===== src/rtl/mem_pkg.sv =====
// Shared encodings for the MEM-stage data-memory access path:
// load/store type codes and the access sequencer state.
package mem_pkg;

    localparam logic [2:0] LT_WORD  = 3'd0;
    localparam logic [2:0] LT_BYTE  = 3'd1;
    localparam logic [2:0] LT_SBYTE = 3'd2;
    localparam logic [2:0] LT_HALF  = 3'd3;
    localparam logic [2:0] LT_SHALF = 3'd4;

    localparam logic [1:0] ST_WORD = 2'd0;
    localparam logic [1:0] ST_BYTE = 2'd1;
    localparam logic [1:0] ST_HALF = 2'd2;

    typedef enum logic [1:0] {
        IDLE = 2'd0,
        BUSY = 2'd1,
        DONE = 2'd2
    } stateT;

endpackage


===== src/rtl/load_extract.sv =====
// Selects the addressed byte/half lane of a read word and zero- or
// sign-extends it according to the load type.
module load_extract
    import mem_pkg::*;
(
    input  logic [31:0] word,
    input  logic [2:0]  loadType,
    input  logic [1:0]  offset,
    output logic [31:0] extWord
);

    logic [7:0]  byteLane;
    logic [15:0] halfLane;

    always_comb begin
        byteLane = word[7:0];
        case (offset)
            2'd0: byteLane = word[7:0];
            2'd1: byteLane = word[15:8];
            2'd2: byteLane = word[23:16];
            2'd3: byteLane = word[31:24];
            default: byteLane = word[7:0];
        endcase
        halfLane = offset[1] ? word[31:16] : word[15:0];
    end

    always_comb begin
        extWord = '0;
        case (loadType)
            LT_WORD:  extWord = word;
            LT_BYTE:  extWord = {24'd0, byteLane};
            LT_SBYTE: extWord = {{24{byteLane[7]}}, byteLane};
            LT_HALF:  extWord = {16'd0, halfLane};
            LT_SHALF: extWord = {{16{halfLane[15]}}, halfLane};
            default:  extWord = '0;
        endcase
    end

endmodule


===== src/rtl/dmem_access_ctrl.sv =====
// MEM-stage data-memory sequencer: one req/ack transaction per load/store,
// pipeline stall while in flight, misalignment and bus-timeout reporting.
module dmem_access_ctrl
    import mem_pkg::*;
#(
    parameter int unsigned TIMEOUT = 255
) (
    input  logic        clk,
    input  logic        reset,
    input  logic        mem_read,
    input  logic        mem_write,
    input  logic [31:0] addr,
    input  logic [31:0] wdata,
    input  logic [2:0]  load_type,
    input  logic [1:0]  store_type,
    output logic        stall,
    output logic        done,
    output logic [31:0] rdata,
    output logic        exc_adel,
    output logic        exc_ades,
    output logic        bus_err,
    output logic        m_req,
    output logic        m_we,
    output logic [31:0] m_addr,
    output logic [3:0]  m_be,
    output logic [31:0] m_wdata,
    input  logic        m_ack,
    input  logic [31:0] m_rdata
);

    localparam logic [7:0] CNT_LIMIT = 8'(TIMEOUT - 1);

    stateT       state, nextState;
    logic [7:0]  waitCnt;
    logic [2:0]  loadTypeQ;
    logic [1:0]  offsetQ;
    logic [31:0] extWord;
    logic        opPresent, isLoad, misaligned, stallRaw;
    logic [3:0]  beNext;
    logic [31:0] wdataNext;

    assign opPresent = mem_read | mem_write;
    assign isLoad    = mem_read;

    load_extract uExtract (
        .word     (m_rdata),
        .loadType (loadTypeQ),
        .offset   (offsetQ),
        .extWord  (extWord)
    );

    // Alignment check and store lane steering; loads always fetch the full word.
    always_comb begin
        misaligned = 1'b0;
        beNext     = 4'b1111;
        wdataNext  = '0;
        if (isLoad) begin
            case (load_type)
                LT_WORD:           misaligned = |addr[1:0];
                LT_HALF, LT_SHALF: misaligned = addr[0];
                default:           misaligned = 1'b0;
            endcase
        end else begin
            case (store_type)
                ST_BYTE: begin
                    beNext    = 4'b0001 << addr[1:0];
                    wdataNext = {4{wdata[7:0]}};
                end
                ST_HALF: begin
                    misaligned = addr[0];
                    beNext     = addr[1] ? 4'b1100 : 4'b0011;
                    wdataNext  = {2{wdata[15:0]}};
                end
                default: begin
                    misaligned = |addr[1:0];
                    wdataNext  = wdata;
                end
            endcase
        end
    end

    always_comb begin
        nextState = state;
        stallRaw  = 1'b0;
        case (state)
            IDLE: begin
                if (opPresent) begin
                    stallRaw  = 1'b1;
                    nextState = misaligned ? DONE : BUSY;
                end
            end
            BUSY: begin
                stallRaw = 1'b1;
                if (m_ack || waitCnt == CNT_LIMIT) begin
                    nextState = DONE;
                end
            end
            DONE:    nextState = IDLE;
            default: nextState = IDLE;
        endcase
    end

    // Gated so the pipeline is released the instant reset is asserted.
    assign stall = stallRaw & reset;

    always_ff @(posedge clk or negedge reset) begin
        if (!reset) begin
            state     <= IDLE;
            waitCnt   <= '0;
            loadTypeQ <= LT_WORD;
            offsetQ   <= '0;
            m_req     <= 1'b0;
            m_we      <= 1'b0;
            m_addr    <= '0;
            m_be      <= '0;
            m_wdata   <= '0;
            done      <= 1'b0;
            rdata     <= '0;
            exc_adel  <= 1'b0;
            exc_ades  <= 1'b0;
            bus_err   <= 1'b0;
        end else begin
            state    <= nextState;
            done     <= 1'b0;
            rdata    <= '0;
            exc_adel <= 1'b0;
            exc_ades <= 1'b0;
            bus_err  <= 1'b0;
            case (state)
                IDLE: begin
                    if (opPresent) begin
                        if (misaligned) begin
                            done     <= 1'b1;
                            exc_adel <= isLoad;
                            exc_ades <= ~isLoad;
                        end else begin
                            m_req     <= 1'b1;
                            m_we      <= ~isLoad;
                            m_addr    <= {addr[31:2], 2'b00};
                            m_be      <= beNext;
                            m_wdata   <= wdataNext;
                            loadTypeQ <= load_type;
                            offsetQ   <= addr[1:0];
                            waitCnt   <= '0;
                        end
                    end
                end
                BUSY: begin
                    if (m_ack) begin
                        m_req <= 1'b0;
                        done  <= 1'b1;
                        rdata <= m_we ? '0 : extWord;
                    end else if (waitCnt == CNT_LIMIT) begin
                        m_req   <= 1'b0;
                        done    <= 1'b1;
                        bus_err <= 1'b1;
                    end else begin
                        waitCnt <= waitCnt + 8'd1;
                    end
                end
                default: ;
            endcase
        end
    end

endmodule


===== config.mk =====
export PLATFORM = sky130hd
export DESIGN_NAME = dmem_access_ctrl
export DESIGN_NICKNAME = d
export VERILOG_FILES = /design/src/rtl/mem_pkg.sv /design/src/rtl/load_extract.sv /design/src/rtl/dmem_access_ctrl.sv
export SDC_FILE = /design/constraint.sdc
export NUM_CORES = 1
export LEC_CHECK = 0
export BUFFER_PORTS_ARGS = -buffer_cell sky130_fd_sc_hd__buf_2
export CAP_MARGIN = 20
export CORE_ASPECT_RATIO = 1.1
export CORE_MARGIN = 2
export CORE_UTILIZATION = 53
export DETAILED_ROUTE_END_ITERATION = 10
export GPL_ROUTABILITY_DRIVEN = 0
export PLACE_DENSITY = 0.9
export SLEW_MARGIN = 10
export SYNTH_ARGS = -nofsm -noshare
export SYNTH_HDL_FRONTEND = slang
export SYNTH_SLANG_ARGS = --single-unit

===== constraint.sdc =====
create_clock -name clk -period 3.5 [get_ports clk]
set_input_delay 0.35 -clock clk [delete_from_list [all_inputs] [get_ports clk]]
set_output_delay 0.35 -clock clk [all_outputs]
set_load 0.1 [all_outputs]

## After elaboration in Yosys (flattened, before gate mapping)

Cells that the tools add are included.

| storage, ports and cells | value |
|---|---|
| register bits | 119 |
| input port bits | 106 |
| output and inout port bits | 107 |
| word-level logic and storage cells | 94 |

| operators by class | value |
|---|---|
| add/subtract/negate cells | 1 |
| equal/unequal tests | 19 |
| shift-type cells | 1 |
| multiplexer cells | 43 |
| bitwise logic cells | 4 |
| reduce and logical (&&, ||, !) cells | 12 |

Operator list:

| kind | count |
|---|---|
| $pmux 32 s5 | 1 |
| $mux 32 | 4 |
| $pmux 32 s2 | 1 |
| $mux 8 | 4 |
| $pmux 8 s4 | 1 |
| $mux 1 | 18 |
| $mux 16 | 1 |
| $pmux 8 s2 | 1 |
| $ne 2x2->1 const B | 5 |
| $pmux 1 s2 | 5 |
| $eq 3x2->1 const B | 3 |
| $add 8x1->8 const B | 1 |
| $eq 8x8->1 const B | 1 |
| $mux 4 | 2 |
| $pmux 4 s2 | 1 |
| $eq 2x1->1 const B | 3 |
| $eq 2x2->1 const B | 3 |
| $eq 3x3->1 const B | 2 |
| $logic_not 3->1 | 2 |
| $mux 2 | 3 |
| $reduce_and 5->1 | 1 |
| $logic_not 2->1 | 2 |
| $pmux 2 s2 | 1 |
| $reduce_and 4->1 | 1 |
| other kinds (11) | 13 |

## Depth between registers and ports, before layout

Gate-level depths: netlist (run 1).

| logic depth | value |
|---|---|
| depth after elaboration | 7 |
| gate-level depth with buffers | 9 |
| mapped depth without buffers | 6 |

## Hierarchy

From an unflattened synthesis (run 1), not the netlist that was laid out.

| unflattened totals | value |
|---|---|
| cells, all modules | 500 |
| area total of the unflattened synthesis | 5,884.4 um2 |

By module, submodules not included:

| module | instances | cells an instance | area an instance (um2) | sequential area each (um2) |
|---|---|---|---|---|
| dmem_access_ctrl | 1 | 425 | 5,143.7 | 2,977.9 |
| load_extract | 1 | 75 | 740.7 | 0.0 |

## Worst setup path before layout (run 1)

OpenSTA, ideal clock, no wires.

| path | value |
|---|---|
| path kind | register to register |
| start | reg state[1] |
| end | reg m_addr[30] |
| arrival time | 1.932 ns |
| data required time | 3.375 ns |
| path slack | 1.443 ns |
| stages on the path, launching flop included | 7 |
| buffers on the path | 2 |
| cell sequence | dfrtp_1 buf_6 or3b_1 or4_4 nand2_1 buf_2 mux2_2 |

| on the way | value |
|---|---|
| cells in the longest elaborated chain, start to end | 2 |

RTL lines:

| element | RTL line | source |
|---|---|---|
| start, declared | dmem_access_ctrl.sv:33 | `stateT state, nextState;` |
| start signal, assigned | dmem_access_ctrl.sv:123 | `state <= nextState;` |
| $logic_not 2->1 | dmem_access_ctrl.sv:129 | `case (state)` |
| $reduce_and 3->1 (no line) | n/a |  |
| end signal, assigned | dmem_access_ctrl.sv:139 | `m_addr <= {addr[31:2], 2'b00};` |
| end, declared | dmem_access_ctrl.sv:24 | `output logic [31:0] m_addr,` |

No other way between the ends.
A chain may end at the register's enable or synchronous reset.

## Worst setup path after layout (run 1)

| path | value |
|---|---|
| start | reg state[1] |
| end | reg m_addr[5] |

Same word-level chain as after synthesis.

==> results of run 1 <==
-- Yosys cell counts, drive strengths merged (2+ instances only) --
cell       n
nand2b    18
ha         4
nor4b      4
o2bb2ai    9
mux2      35
nor2      21
o31ai      2
nor3b      9
and2       3
inv        7
a21boi     2
buf       15
nand3b     2
mux4       8
clkbuf    20
or3b       3
o21ai     25
mux2i      4
a21oi     38
nand3      5
dfrtp    119
a22oi      9
or3        2
nor2b      4
o21bai     2
nand2     31
a2bb2oi    3
or4        2
a221oi    10
a22o      24
nor3       4
a31oi      7
-- worst max-delay path by stage --
stage,start,to,cells past startpoint
global placement,store_type[0],m_addr[4],9
floorplan,state[1],m_addr[30],6
CTS,state[1],m_addr[5],5
finish,state[1],m_addr[5],5
global route,state[1],m_addr[19],6
detailed placement,store_type[0],m_addr[19],9
-- worst max-delay path: stages (launching register included) --
cell and delay, ps:
dfrtp_1 470, or3b_1 430, or4_4 460, nand2_1 230, buf_4 440, mux2_2 400
-- through the flow --
stage | util (%) | hold WS (ps) | cells | cell area [µm²] | setup slack [ps]
finish | 72.1 | 60.9 | 802 | 7130 | 941
global route | 72.1 | 43.7 | 802 | 7130 | 761
CTS | 72.1 | 42.1 | 801 | 7130 | 967
detailed placement | 65.6 | 392 | 768 | 6490 | 911
global placement | 65.6 | 384 | 768 | 6490 | 1040
floorplan | - | 54.4 | 466 | 5420 | 1440
-- flip-flops by register name (all words and copies together), names as in the netlist --
register / cells
m_we: 1
exc_ades: 1
bus_err: 1
loadTypeQ: 3
exc_adel: 1
offsetQ: 2
m_req: 1
waitCnt: 8
m_be: 4
m_wdata: 32
state: 2
done: 1
m_addr: 30
rdata: 32
-- kinds of logic after synthesis --
kind of cell	after synthesis	share of synthesized area, %
mux	47	11.3
fa+ha+maj	4	0.924
buf+inv	42	4.04
compound gates	139	17.4
other cells	1	0.0692
xor+xnor	1	0.162
flops	119	55.0
simple gates	112	11.1
-- area by class of cell --
class / count / area, µm² / share of cell area [%]
Inverter: 7 / 26.3 / 0.368
Timing Repair Buffer: 219 / 1120 / 15.8
Clock inverter: 12 / 174 / 2.44
Multi-Input combinational cell: 305 / 2230 / 31.2
Sequential cell: 119 / 2980 / 41.7
Tap cell: 120 / 150 / 2.10
Clock buffer: 20 / 455 / 6.38
-- routing by layer --
metal,part of all wire (%),track usage [%],wire length [µm]
met5,0,0,0
met4,3.2,11.8,484
met3,10,7.76,1530
met2,50,47.7,7720
met1,36,32.7,5580
==> flow_metrics.tcl, run 1 <==
set metrics [dict create \
    drc_errors 0 \
    grt_pass1_vias 4641 \
    row_count 38 \
    vias 4815 \
    hpwl_mm 10.7 \
    cts_buffer_depth 2 \
    core_um2 9890 \
    synth-main-ff-cell "dfrtp_1" \
    crit_path_start_kind "flop" \
    clock_latency_ps 520 \
    synth.area.top_cells "dfrtp_1 (55%), mux2_2 (7.3%), a22o_1 (3.9%), a21oi_1 (3.5%), mux4_2 (3.3%)" \
    period_share_pct 73.1 \
    drv_cap 0 \
    reg2reg_from "state[1]" \
    globalRouteOverflowTotal 0 \
    antenna_left 0 \
    cts_max_level 4 \
    die-width_um 100 \
    slew_violations 0 \
    pin_count 213 \
    worst_slew_pin_slew_ps 944 \
    finalWirelength_mm 15.3 \
    r2r_setup_slack_ps 940 \
    cts_tree "done" \
    viasPerCell 6.00 \
    min_to "m_addr[24]" \
    min_path_cells 2 \
    syn_to_final_growth_pct 31.6 \
    r2r_end "m_addr[5]" \
    worstPathMaxFanout 35 \
    cp.arrival_ps 2960 \
    hold_start "addr[24]" \
    grt_setup_unrepaired "false" \
    die_area_um2 11100 \
    cts_buffers 17 \
    drive_above_1_share_pct 43.7 \
    ctsResizeCount 0 \
    yosysUniqueCellTypes 53 \
    yosysSeqAreaShare_pct 55.0 \
    finalSetupTns_ps 0 \
    final_cell_mix "buf_2 (209), dfrtp_1 (119), a21oi_1 (38)" \
    status "complete, no violations" \
    grt_pass1_wl_mm 23.2 \
    first_pass_iters 5 \
    synth_area_per_cell_um2 11.7 \
    die_height_um 110 \
    synthCells 465 \
    hold_buffers 1 \
    cts_sinks 119 \
    grt_use_total_pct 27.7 \
    max_slew_margin_pct 37.1 \
    yosysTopAreaCell "dfrtp_1" \
    skew_ps 8.79 \
    clk_pin_slew_ps 60 \
    synth_top_area_share_pct 55.0 \
    end_kind "flop" \
    grt_max_degree 75 \
    final-hold-violation-count 0 \
    diodes 0 \
    wire_per_inst_um 19.1 \
    finalSetupViolCount 0 \
    r2r_cells 5 \
    first_iter_violations 342 \
    holdCritPathClass "input port to flop" \
    synth_seq_cells 119 \
    fin_crit_ps 2560 \
    async_reset_ff_share_pct 100 \
    clock.fmax_mhz 391 \
    nets 779 \
    n_fill_cell 683 \
    mostFrequentLayoutCell "buf_2" \
    port_buffers 210 \
    synth-edff-count 0 \
    netlist_area_um2 5420 \
    yosysWarnings 0 \
    antenna_found_initial 0 \
    critical_path_class "flop to flop" \
    initial_utilization_pct 54.8 \
    ctsRootBufferMaster "clkbuf_8" \
    postCtsSetupBuffers 0 \
    cp_data_required_time_ps 3900 \
]
Power of run 1 is not shown: default switching activity piles up to over one toggle a cycle in this logic, so the estimate is an artifact.
==> inputs of run 2 (changes only) <==
CORE_UTILIZATION = 49   (was 53)
PLACE_DENSITY = 0.84   (was 0.9)
clock period = 2.4 ns   (was 3.5 ns; I/O delays follow)
==> run 2 against run 1 <==
  * Core utilization fell by 5.5 points
  * Wire length decreased by 7.9%
  * Critical path depth unchanged
  * Sequential cell count did not move
  * Clock skew fell by 2.4 ps
  * Worst hold slack gained 7.4 ps
  * Die area is 7.8% higher
  * Non-clock buffer count is 8 higher
  * Critical path type unchanged
  * Maximum frequency rose by 16%
  * Global-route usage is 2.7 points lower
  * Critical endpoint is now m_addr[6]
  * Via count down 3.8%
  * Final cell count is 4.4% higher
==> flow_metrics.tcl, run 2 (same netlist as run 1, synthesis figures left out) <==
set metrics [dict create \
    vias 4634 \
    wire_per_inst_um 16.8 \
    grt_use_total_pct 24.9 \
    grt_pass1_wl_mm 23.3 \
    cts_buffer_depth 2 \
    drv_cap 0 \
    final_cell_mix "buf_2 (208), dfrtp_1 (119), a21oi_1 (38)" \
    grt_setup_unrepaired "false" \
    fin_util_pct 66.7 \
    die_area_um2 11900 \
    mostFrequentLayoutCell "buf_2" \
    holdCritPathClass "input port to flop" \
    finalWirelength_mm 14.1 \
    worst_slew_pin_slew_ps 645 \
    critical_path_class "flop to flop" \
    finalSetupTns_ps 0 \
    finalSetupViolCount 0 \
    r2r_setup_slack_ps 190 \
    syn_to_final_growth_pct 33.6 \
    first_pass_iters 5 \
    clk_pin_slew_ps 50 \
    end_kind "flop" \
    drc_errors 0 \
    reg.largest.list "m_wdata (32), rdata (32), m_addr (30)" \
    grt_max_degree 120 \
    slew_violations 0 \
    status "complete, no violations" \
    cpMaxStageDelayCell "dfrtp_1" \
    cp_data_required_time_ps 2680 \
    cts_tree "done" \
    slowest_delay_ps 460 \
    globalRouteOverflowTotal 0 \
    core_um2 10900 \
    grt_util_met3_pct 7.57 \
    met2_usage_pct 40.2 \
    max_slew_margin_pct 57.0 \
    reg2reg_from "state[1]" \
    nets 787 \
    ctsRootBufferMaster "clkbuf_16" \
    period_share_pct 92.2 \
    postCtsSetupBuffers 0 \
    top_usage_layer "met2" \
    grtUsageMet1_pct 30.6 \
    cts_buffers 17 \
    crit_path_start_kind "flop" \
    r2r_end "m_addr[6]" \
    antenna_found_initial 0 \
    r2r_cells 5 \
    clock.fmax_mhz 452 \
    ctsResizeCount 0 \
    skew_ps 6.39 \
    row_count 40 \
    min_path_cells 2 \
    grt_pass1_vias 4652 \
    hold_start "addr[26]" \
    cts_sinks 119 \
    initial_utilization_pct 49.9 \
    drive_above_1_share_pct 44.1 \
    n_fill_cell 842 \
    pin_count 213 \
    worstPathMaxFanout 40 \
    fin_crit_ps 2210 \
    clock_latency_ps 400 \
    final-hold-violation-count 0 \
    crit_chain "or3b_1, or4_4, nand2_1, buf_12, mux2_2" \
    die-width_um 104 \
    first_iter_violations 227 \
    antenna_left 0 \
    die_height_um 114 \
    port_buffers 210 \
    min_to "m_addr[26]" \
    cp.arrival_ps 2490 \
    cts_max_level 4 \
    hpwl_mm 10.2 \
    viasPerCell 5.54 \
    diodes 0 \
]
-- run 2: timing repair --
action	in CTS	in global routing
hold buffers	1	0
endpoints found under the hold margin	119	0
endpoints found under the setup margin	0	0
-- run 2: worst max-delay path, delay by kind of cell (launching register included) --
| kind | cells | cell delay, ps |
|---|---|---|
| buffers and inverters | 1 | 230 |
| flip-flops | 1 | 460 |
| AND/OR/NAND/NOR | 3 | 990 |
| multiplexers | 1 | 380 |
-- run 2: layout make-up --
cell class | instances | area [µm²] | share of cell area [%]
clock buffer | 23 | 478 | 6.60
timing repair buffer | 227 | 1220 | 16.9
sequential | 119 | 2980 | 41.1
inverter | 7 | 26.3 | 0.363
clock inverter | 9 | 123 | 1.69
multi-input combinational | 305 | 2230 | 30.8
tap | 147 | 184 | 2.54
-- run 2: worst max path at each step --
stage	startpoint	end	slack, ps	cells after the start
6_report	state[1]	m_addr[6]	190	5
5_1_grt	state[1]	m_addr[6]	60	5
4_1_cts	state[1]	m_addr[6]	210	5
3_3_place_gp	state[1]	m_addr[7]	260	5
2_1_floorplan	state[1]	m_addr[30]	340	6
3_5_place_dp	state[1]	m_addr[6]	220	5
-- run 2: per-stage QoR --
step	cells	hold slack (ps)	cell area (µm²)	setup slack, ps
after global placement	804	396	6630	264
after global routing	837	52.1	7240	63.6
final	837	68.3	7240	187
after detailed placement	804	400	6630	218
after CTS	837	48.2	7240	206
after floorplan	466	-55.6	5420	343
-- run 2: routing by layer --
layer | up-vias | share of wire (%)
met5 | - | 0
met4 | 0 | 3.0
met3 | 38 | 8.2
met2 | 251 | 48
met1 | 2202 | 40
li1 | 2143 | -
Power of run 2 is left out for the same reason.
==> inputs of run 3 (changes only) <==
CELL_PAD_IN_SITES_DETAIL_PLACEMENT = 1   (was unset)
CELL_PAD_IN_SITES_GLOBAL_PLACEMENT = 1   (was unset)
CORE_UTILIZATION = 37   (was 49)
==> run 3 against run 2 <==
  * Design area increased by 0.79%
  * Sequential cell count unchanged
  * Maximum frequency decreased by 1.5%
  * First-iteration DRC count increased by 0.44%
  * Die area increased by 31%
  * Register-to-register slack got worse by 30 ps
  * Core utilization decreased by 16 points
  * Worst setup slack got worse by 35 ps
  * Critical path depth unchanged
  * Sequential share of layout area decreased by 0.32 points
  * Highest routed layer unchanged
==> flow_metrics.tcl, run 3 (same netlist as run 1, synthesis figures left out) <==
set metrics [dict create \
    nets 789 \
    viasPerCell 5.40 \
    final-hold-violation-count 0 \
    core_um2 14400 \
    fin_ws_ps 153 \
    status "complete, no violations" \
    globalRouteOverflowTotal 0 \
    syn_to_final_growth_pct 34.7 \
    grt_max_degree 67 \
    critical_path_class "flop to flop" \
    slew_violations 0 \
    r2r_setup_slack_ps 150 \
    stdcell_count 885 \
    port_buffers 210 \
    grt_pass1_vias 5077 \
    initial_utilization_pct 37.7 \
    cts_sinks 119 \
    row_count 46 \
    postCtsSetupBuffers 0 \
    worst_slew_pin_slew_ps 851 \
    m1WireLength_mm 6.94 \
    drive_above_1_share_pct 44.9 \
    fin_crit_ps 2250 \
    clock.fmax_mhz 445 \
    clk_pin_slew_ps 60 \
    mostFrequentLayoutCell "buf_2" \
    vias 4776 \
    cp.arrival_ps 2550 \
    die_area_um2 15600 \
    dp.cells 852 \
    ctsResizeCount 0 \
    dr_wl_met3_mm 1.29 \
    end_kind "flop" \
    finalWirelength_mm 17.5 \
    cp_data_required_time_ps 2700 \
    drv_cap 0 \
    period_share_pct 93.6 \
    antenna_left 0 \
    grt_setup_unrepaired "false" \
    grt_pass1_wl_mm 27.2 \
    drc_errors 0 \
    first_iter_violations 228 \
    finalSetupViolCount 0 \
    wire_per_inst_um 19.8 \
    grt_use_total_pct 22.6 \
    finalSetupTns_ps 0 \
    wl_met2_mm 8.91 \
    skew_ps 7.54 \
    multi_input_area_um2 2230 \
    die_height_um 131 \
    highest-signal-layer "met4" \
    antenna_found_initial 1 \
    holdCritPathClass "input port to asynchronous set/reset pin" \
    pin_count 213 \
    cts_max_level 4 \
    regArea_um2 2980 \
    cts_buffers 17 \
    first_pass_iters 4 \
    dp_slack_ps 168 \
    final_cell_mix "buf_2 (208), dfrtp_1 (119), a21oi_1 (38)" \
    hold_buffers 0 \
    ctsRootBufferMaster "clkbuf_16" \
    cts_buffer_depth 2 \
    reg.largest.list "m_wdata (32), rdata (32), m_addr (30)" \
    crit_path_start_kind "flop" \
    worstPathMaxFanout 20 \
    hpwl_mm 12.5 \
    cts_tree "done" \
    n_fill_cell 1632 \
    die-width_um 119 \
    clock_latency_ps 420 \
    max_slew_margin_pct 43.3 \
]
-- run 3: final cells by class --
cell class / count / area share [%]
flip-flops and latches: 119 / 40.8
multi-input cells: 305 / 30.6
repair buffers: 229 / 16.9
clock buffers: 18 / 5.88
well taps: 192 / 3.29
clock inverters: 14 / 2.07
inverters: 7 / 0.360
diodes: 1 / 0.0343
-- run 3: path summary, 6_finish.rpt --
path,depth (start not counted),to,from
worst max-delay path,5,m_addr[11],state[1]
worst min-delay path,2,loadTypeQ[0],reset
worst max register to register,5,m_addr[11],state[1]
worst min register to register,1,m_wdata[23],m_wdata[23]
max in group asynchronous,2,rdata[15],reset
min in group clk,2,m_addr[5],addr[5]
-- run 3: critical path, stage by stage (launching register included) --
cell and delay (ps):
dfrtp_1 460, or3b_1 440, or4_4 460, nand2_2 210, buf_12 200, mux2_2 360
-- run 3: per-stage QoR --
step	hold WS [ps]	utilization [%]	area [µm²]
floorplan	-55.6	-	5420
CTS	31.8	50.7	7300
global placement	449	46.7	6720
detailed placement	474	46.7	6720
global route	40.3	50.7	7300
finish	16.0	50.7	7300
-- run 3: routing by layer --
metal | vias up | track usage [%]
met3 | 30 | 7.16
met5 | - | 0
met2 | 199 | 39.0
met4 | 0 | 9.07
li1 | 2140 | -
met1 | 2407 | 26.4
Power of run 3 is left out for the same reason.
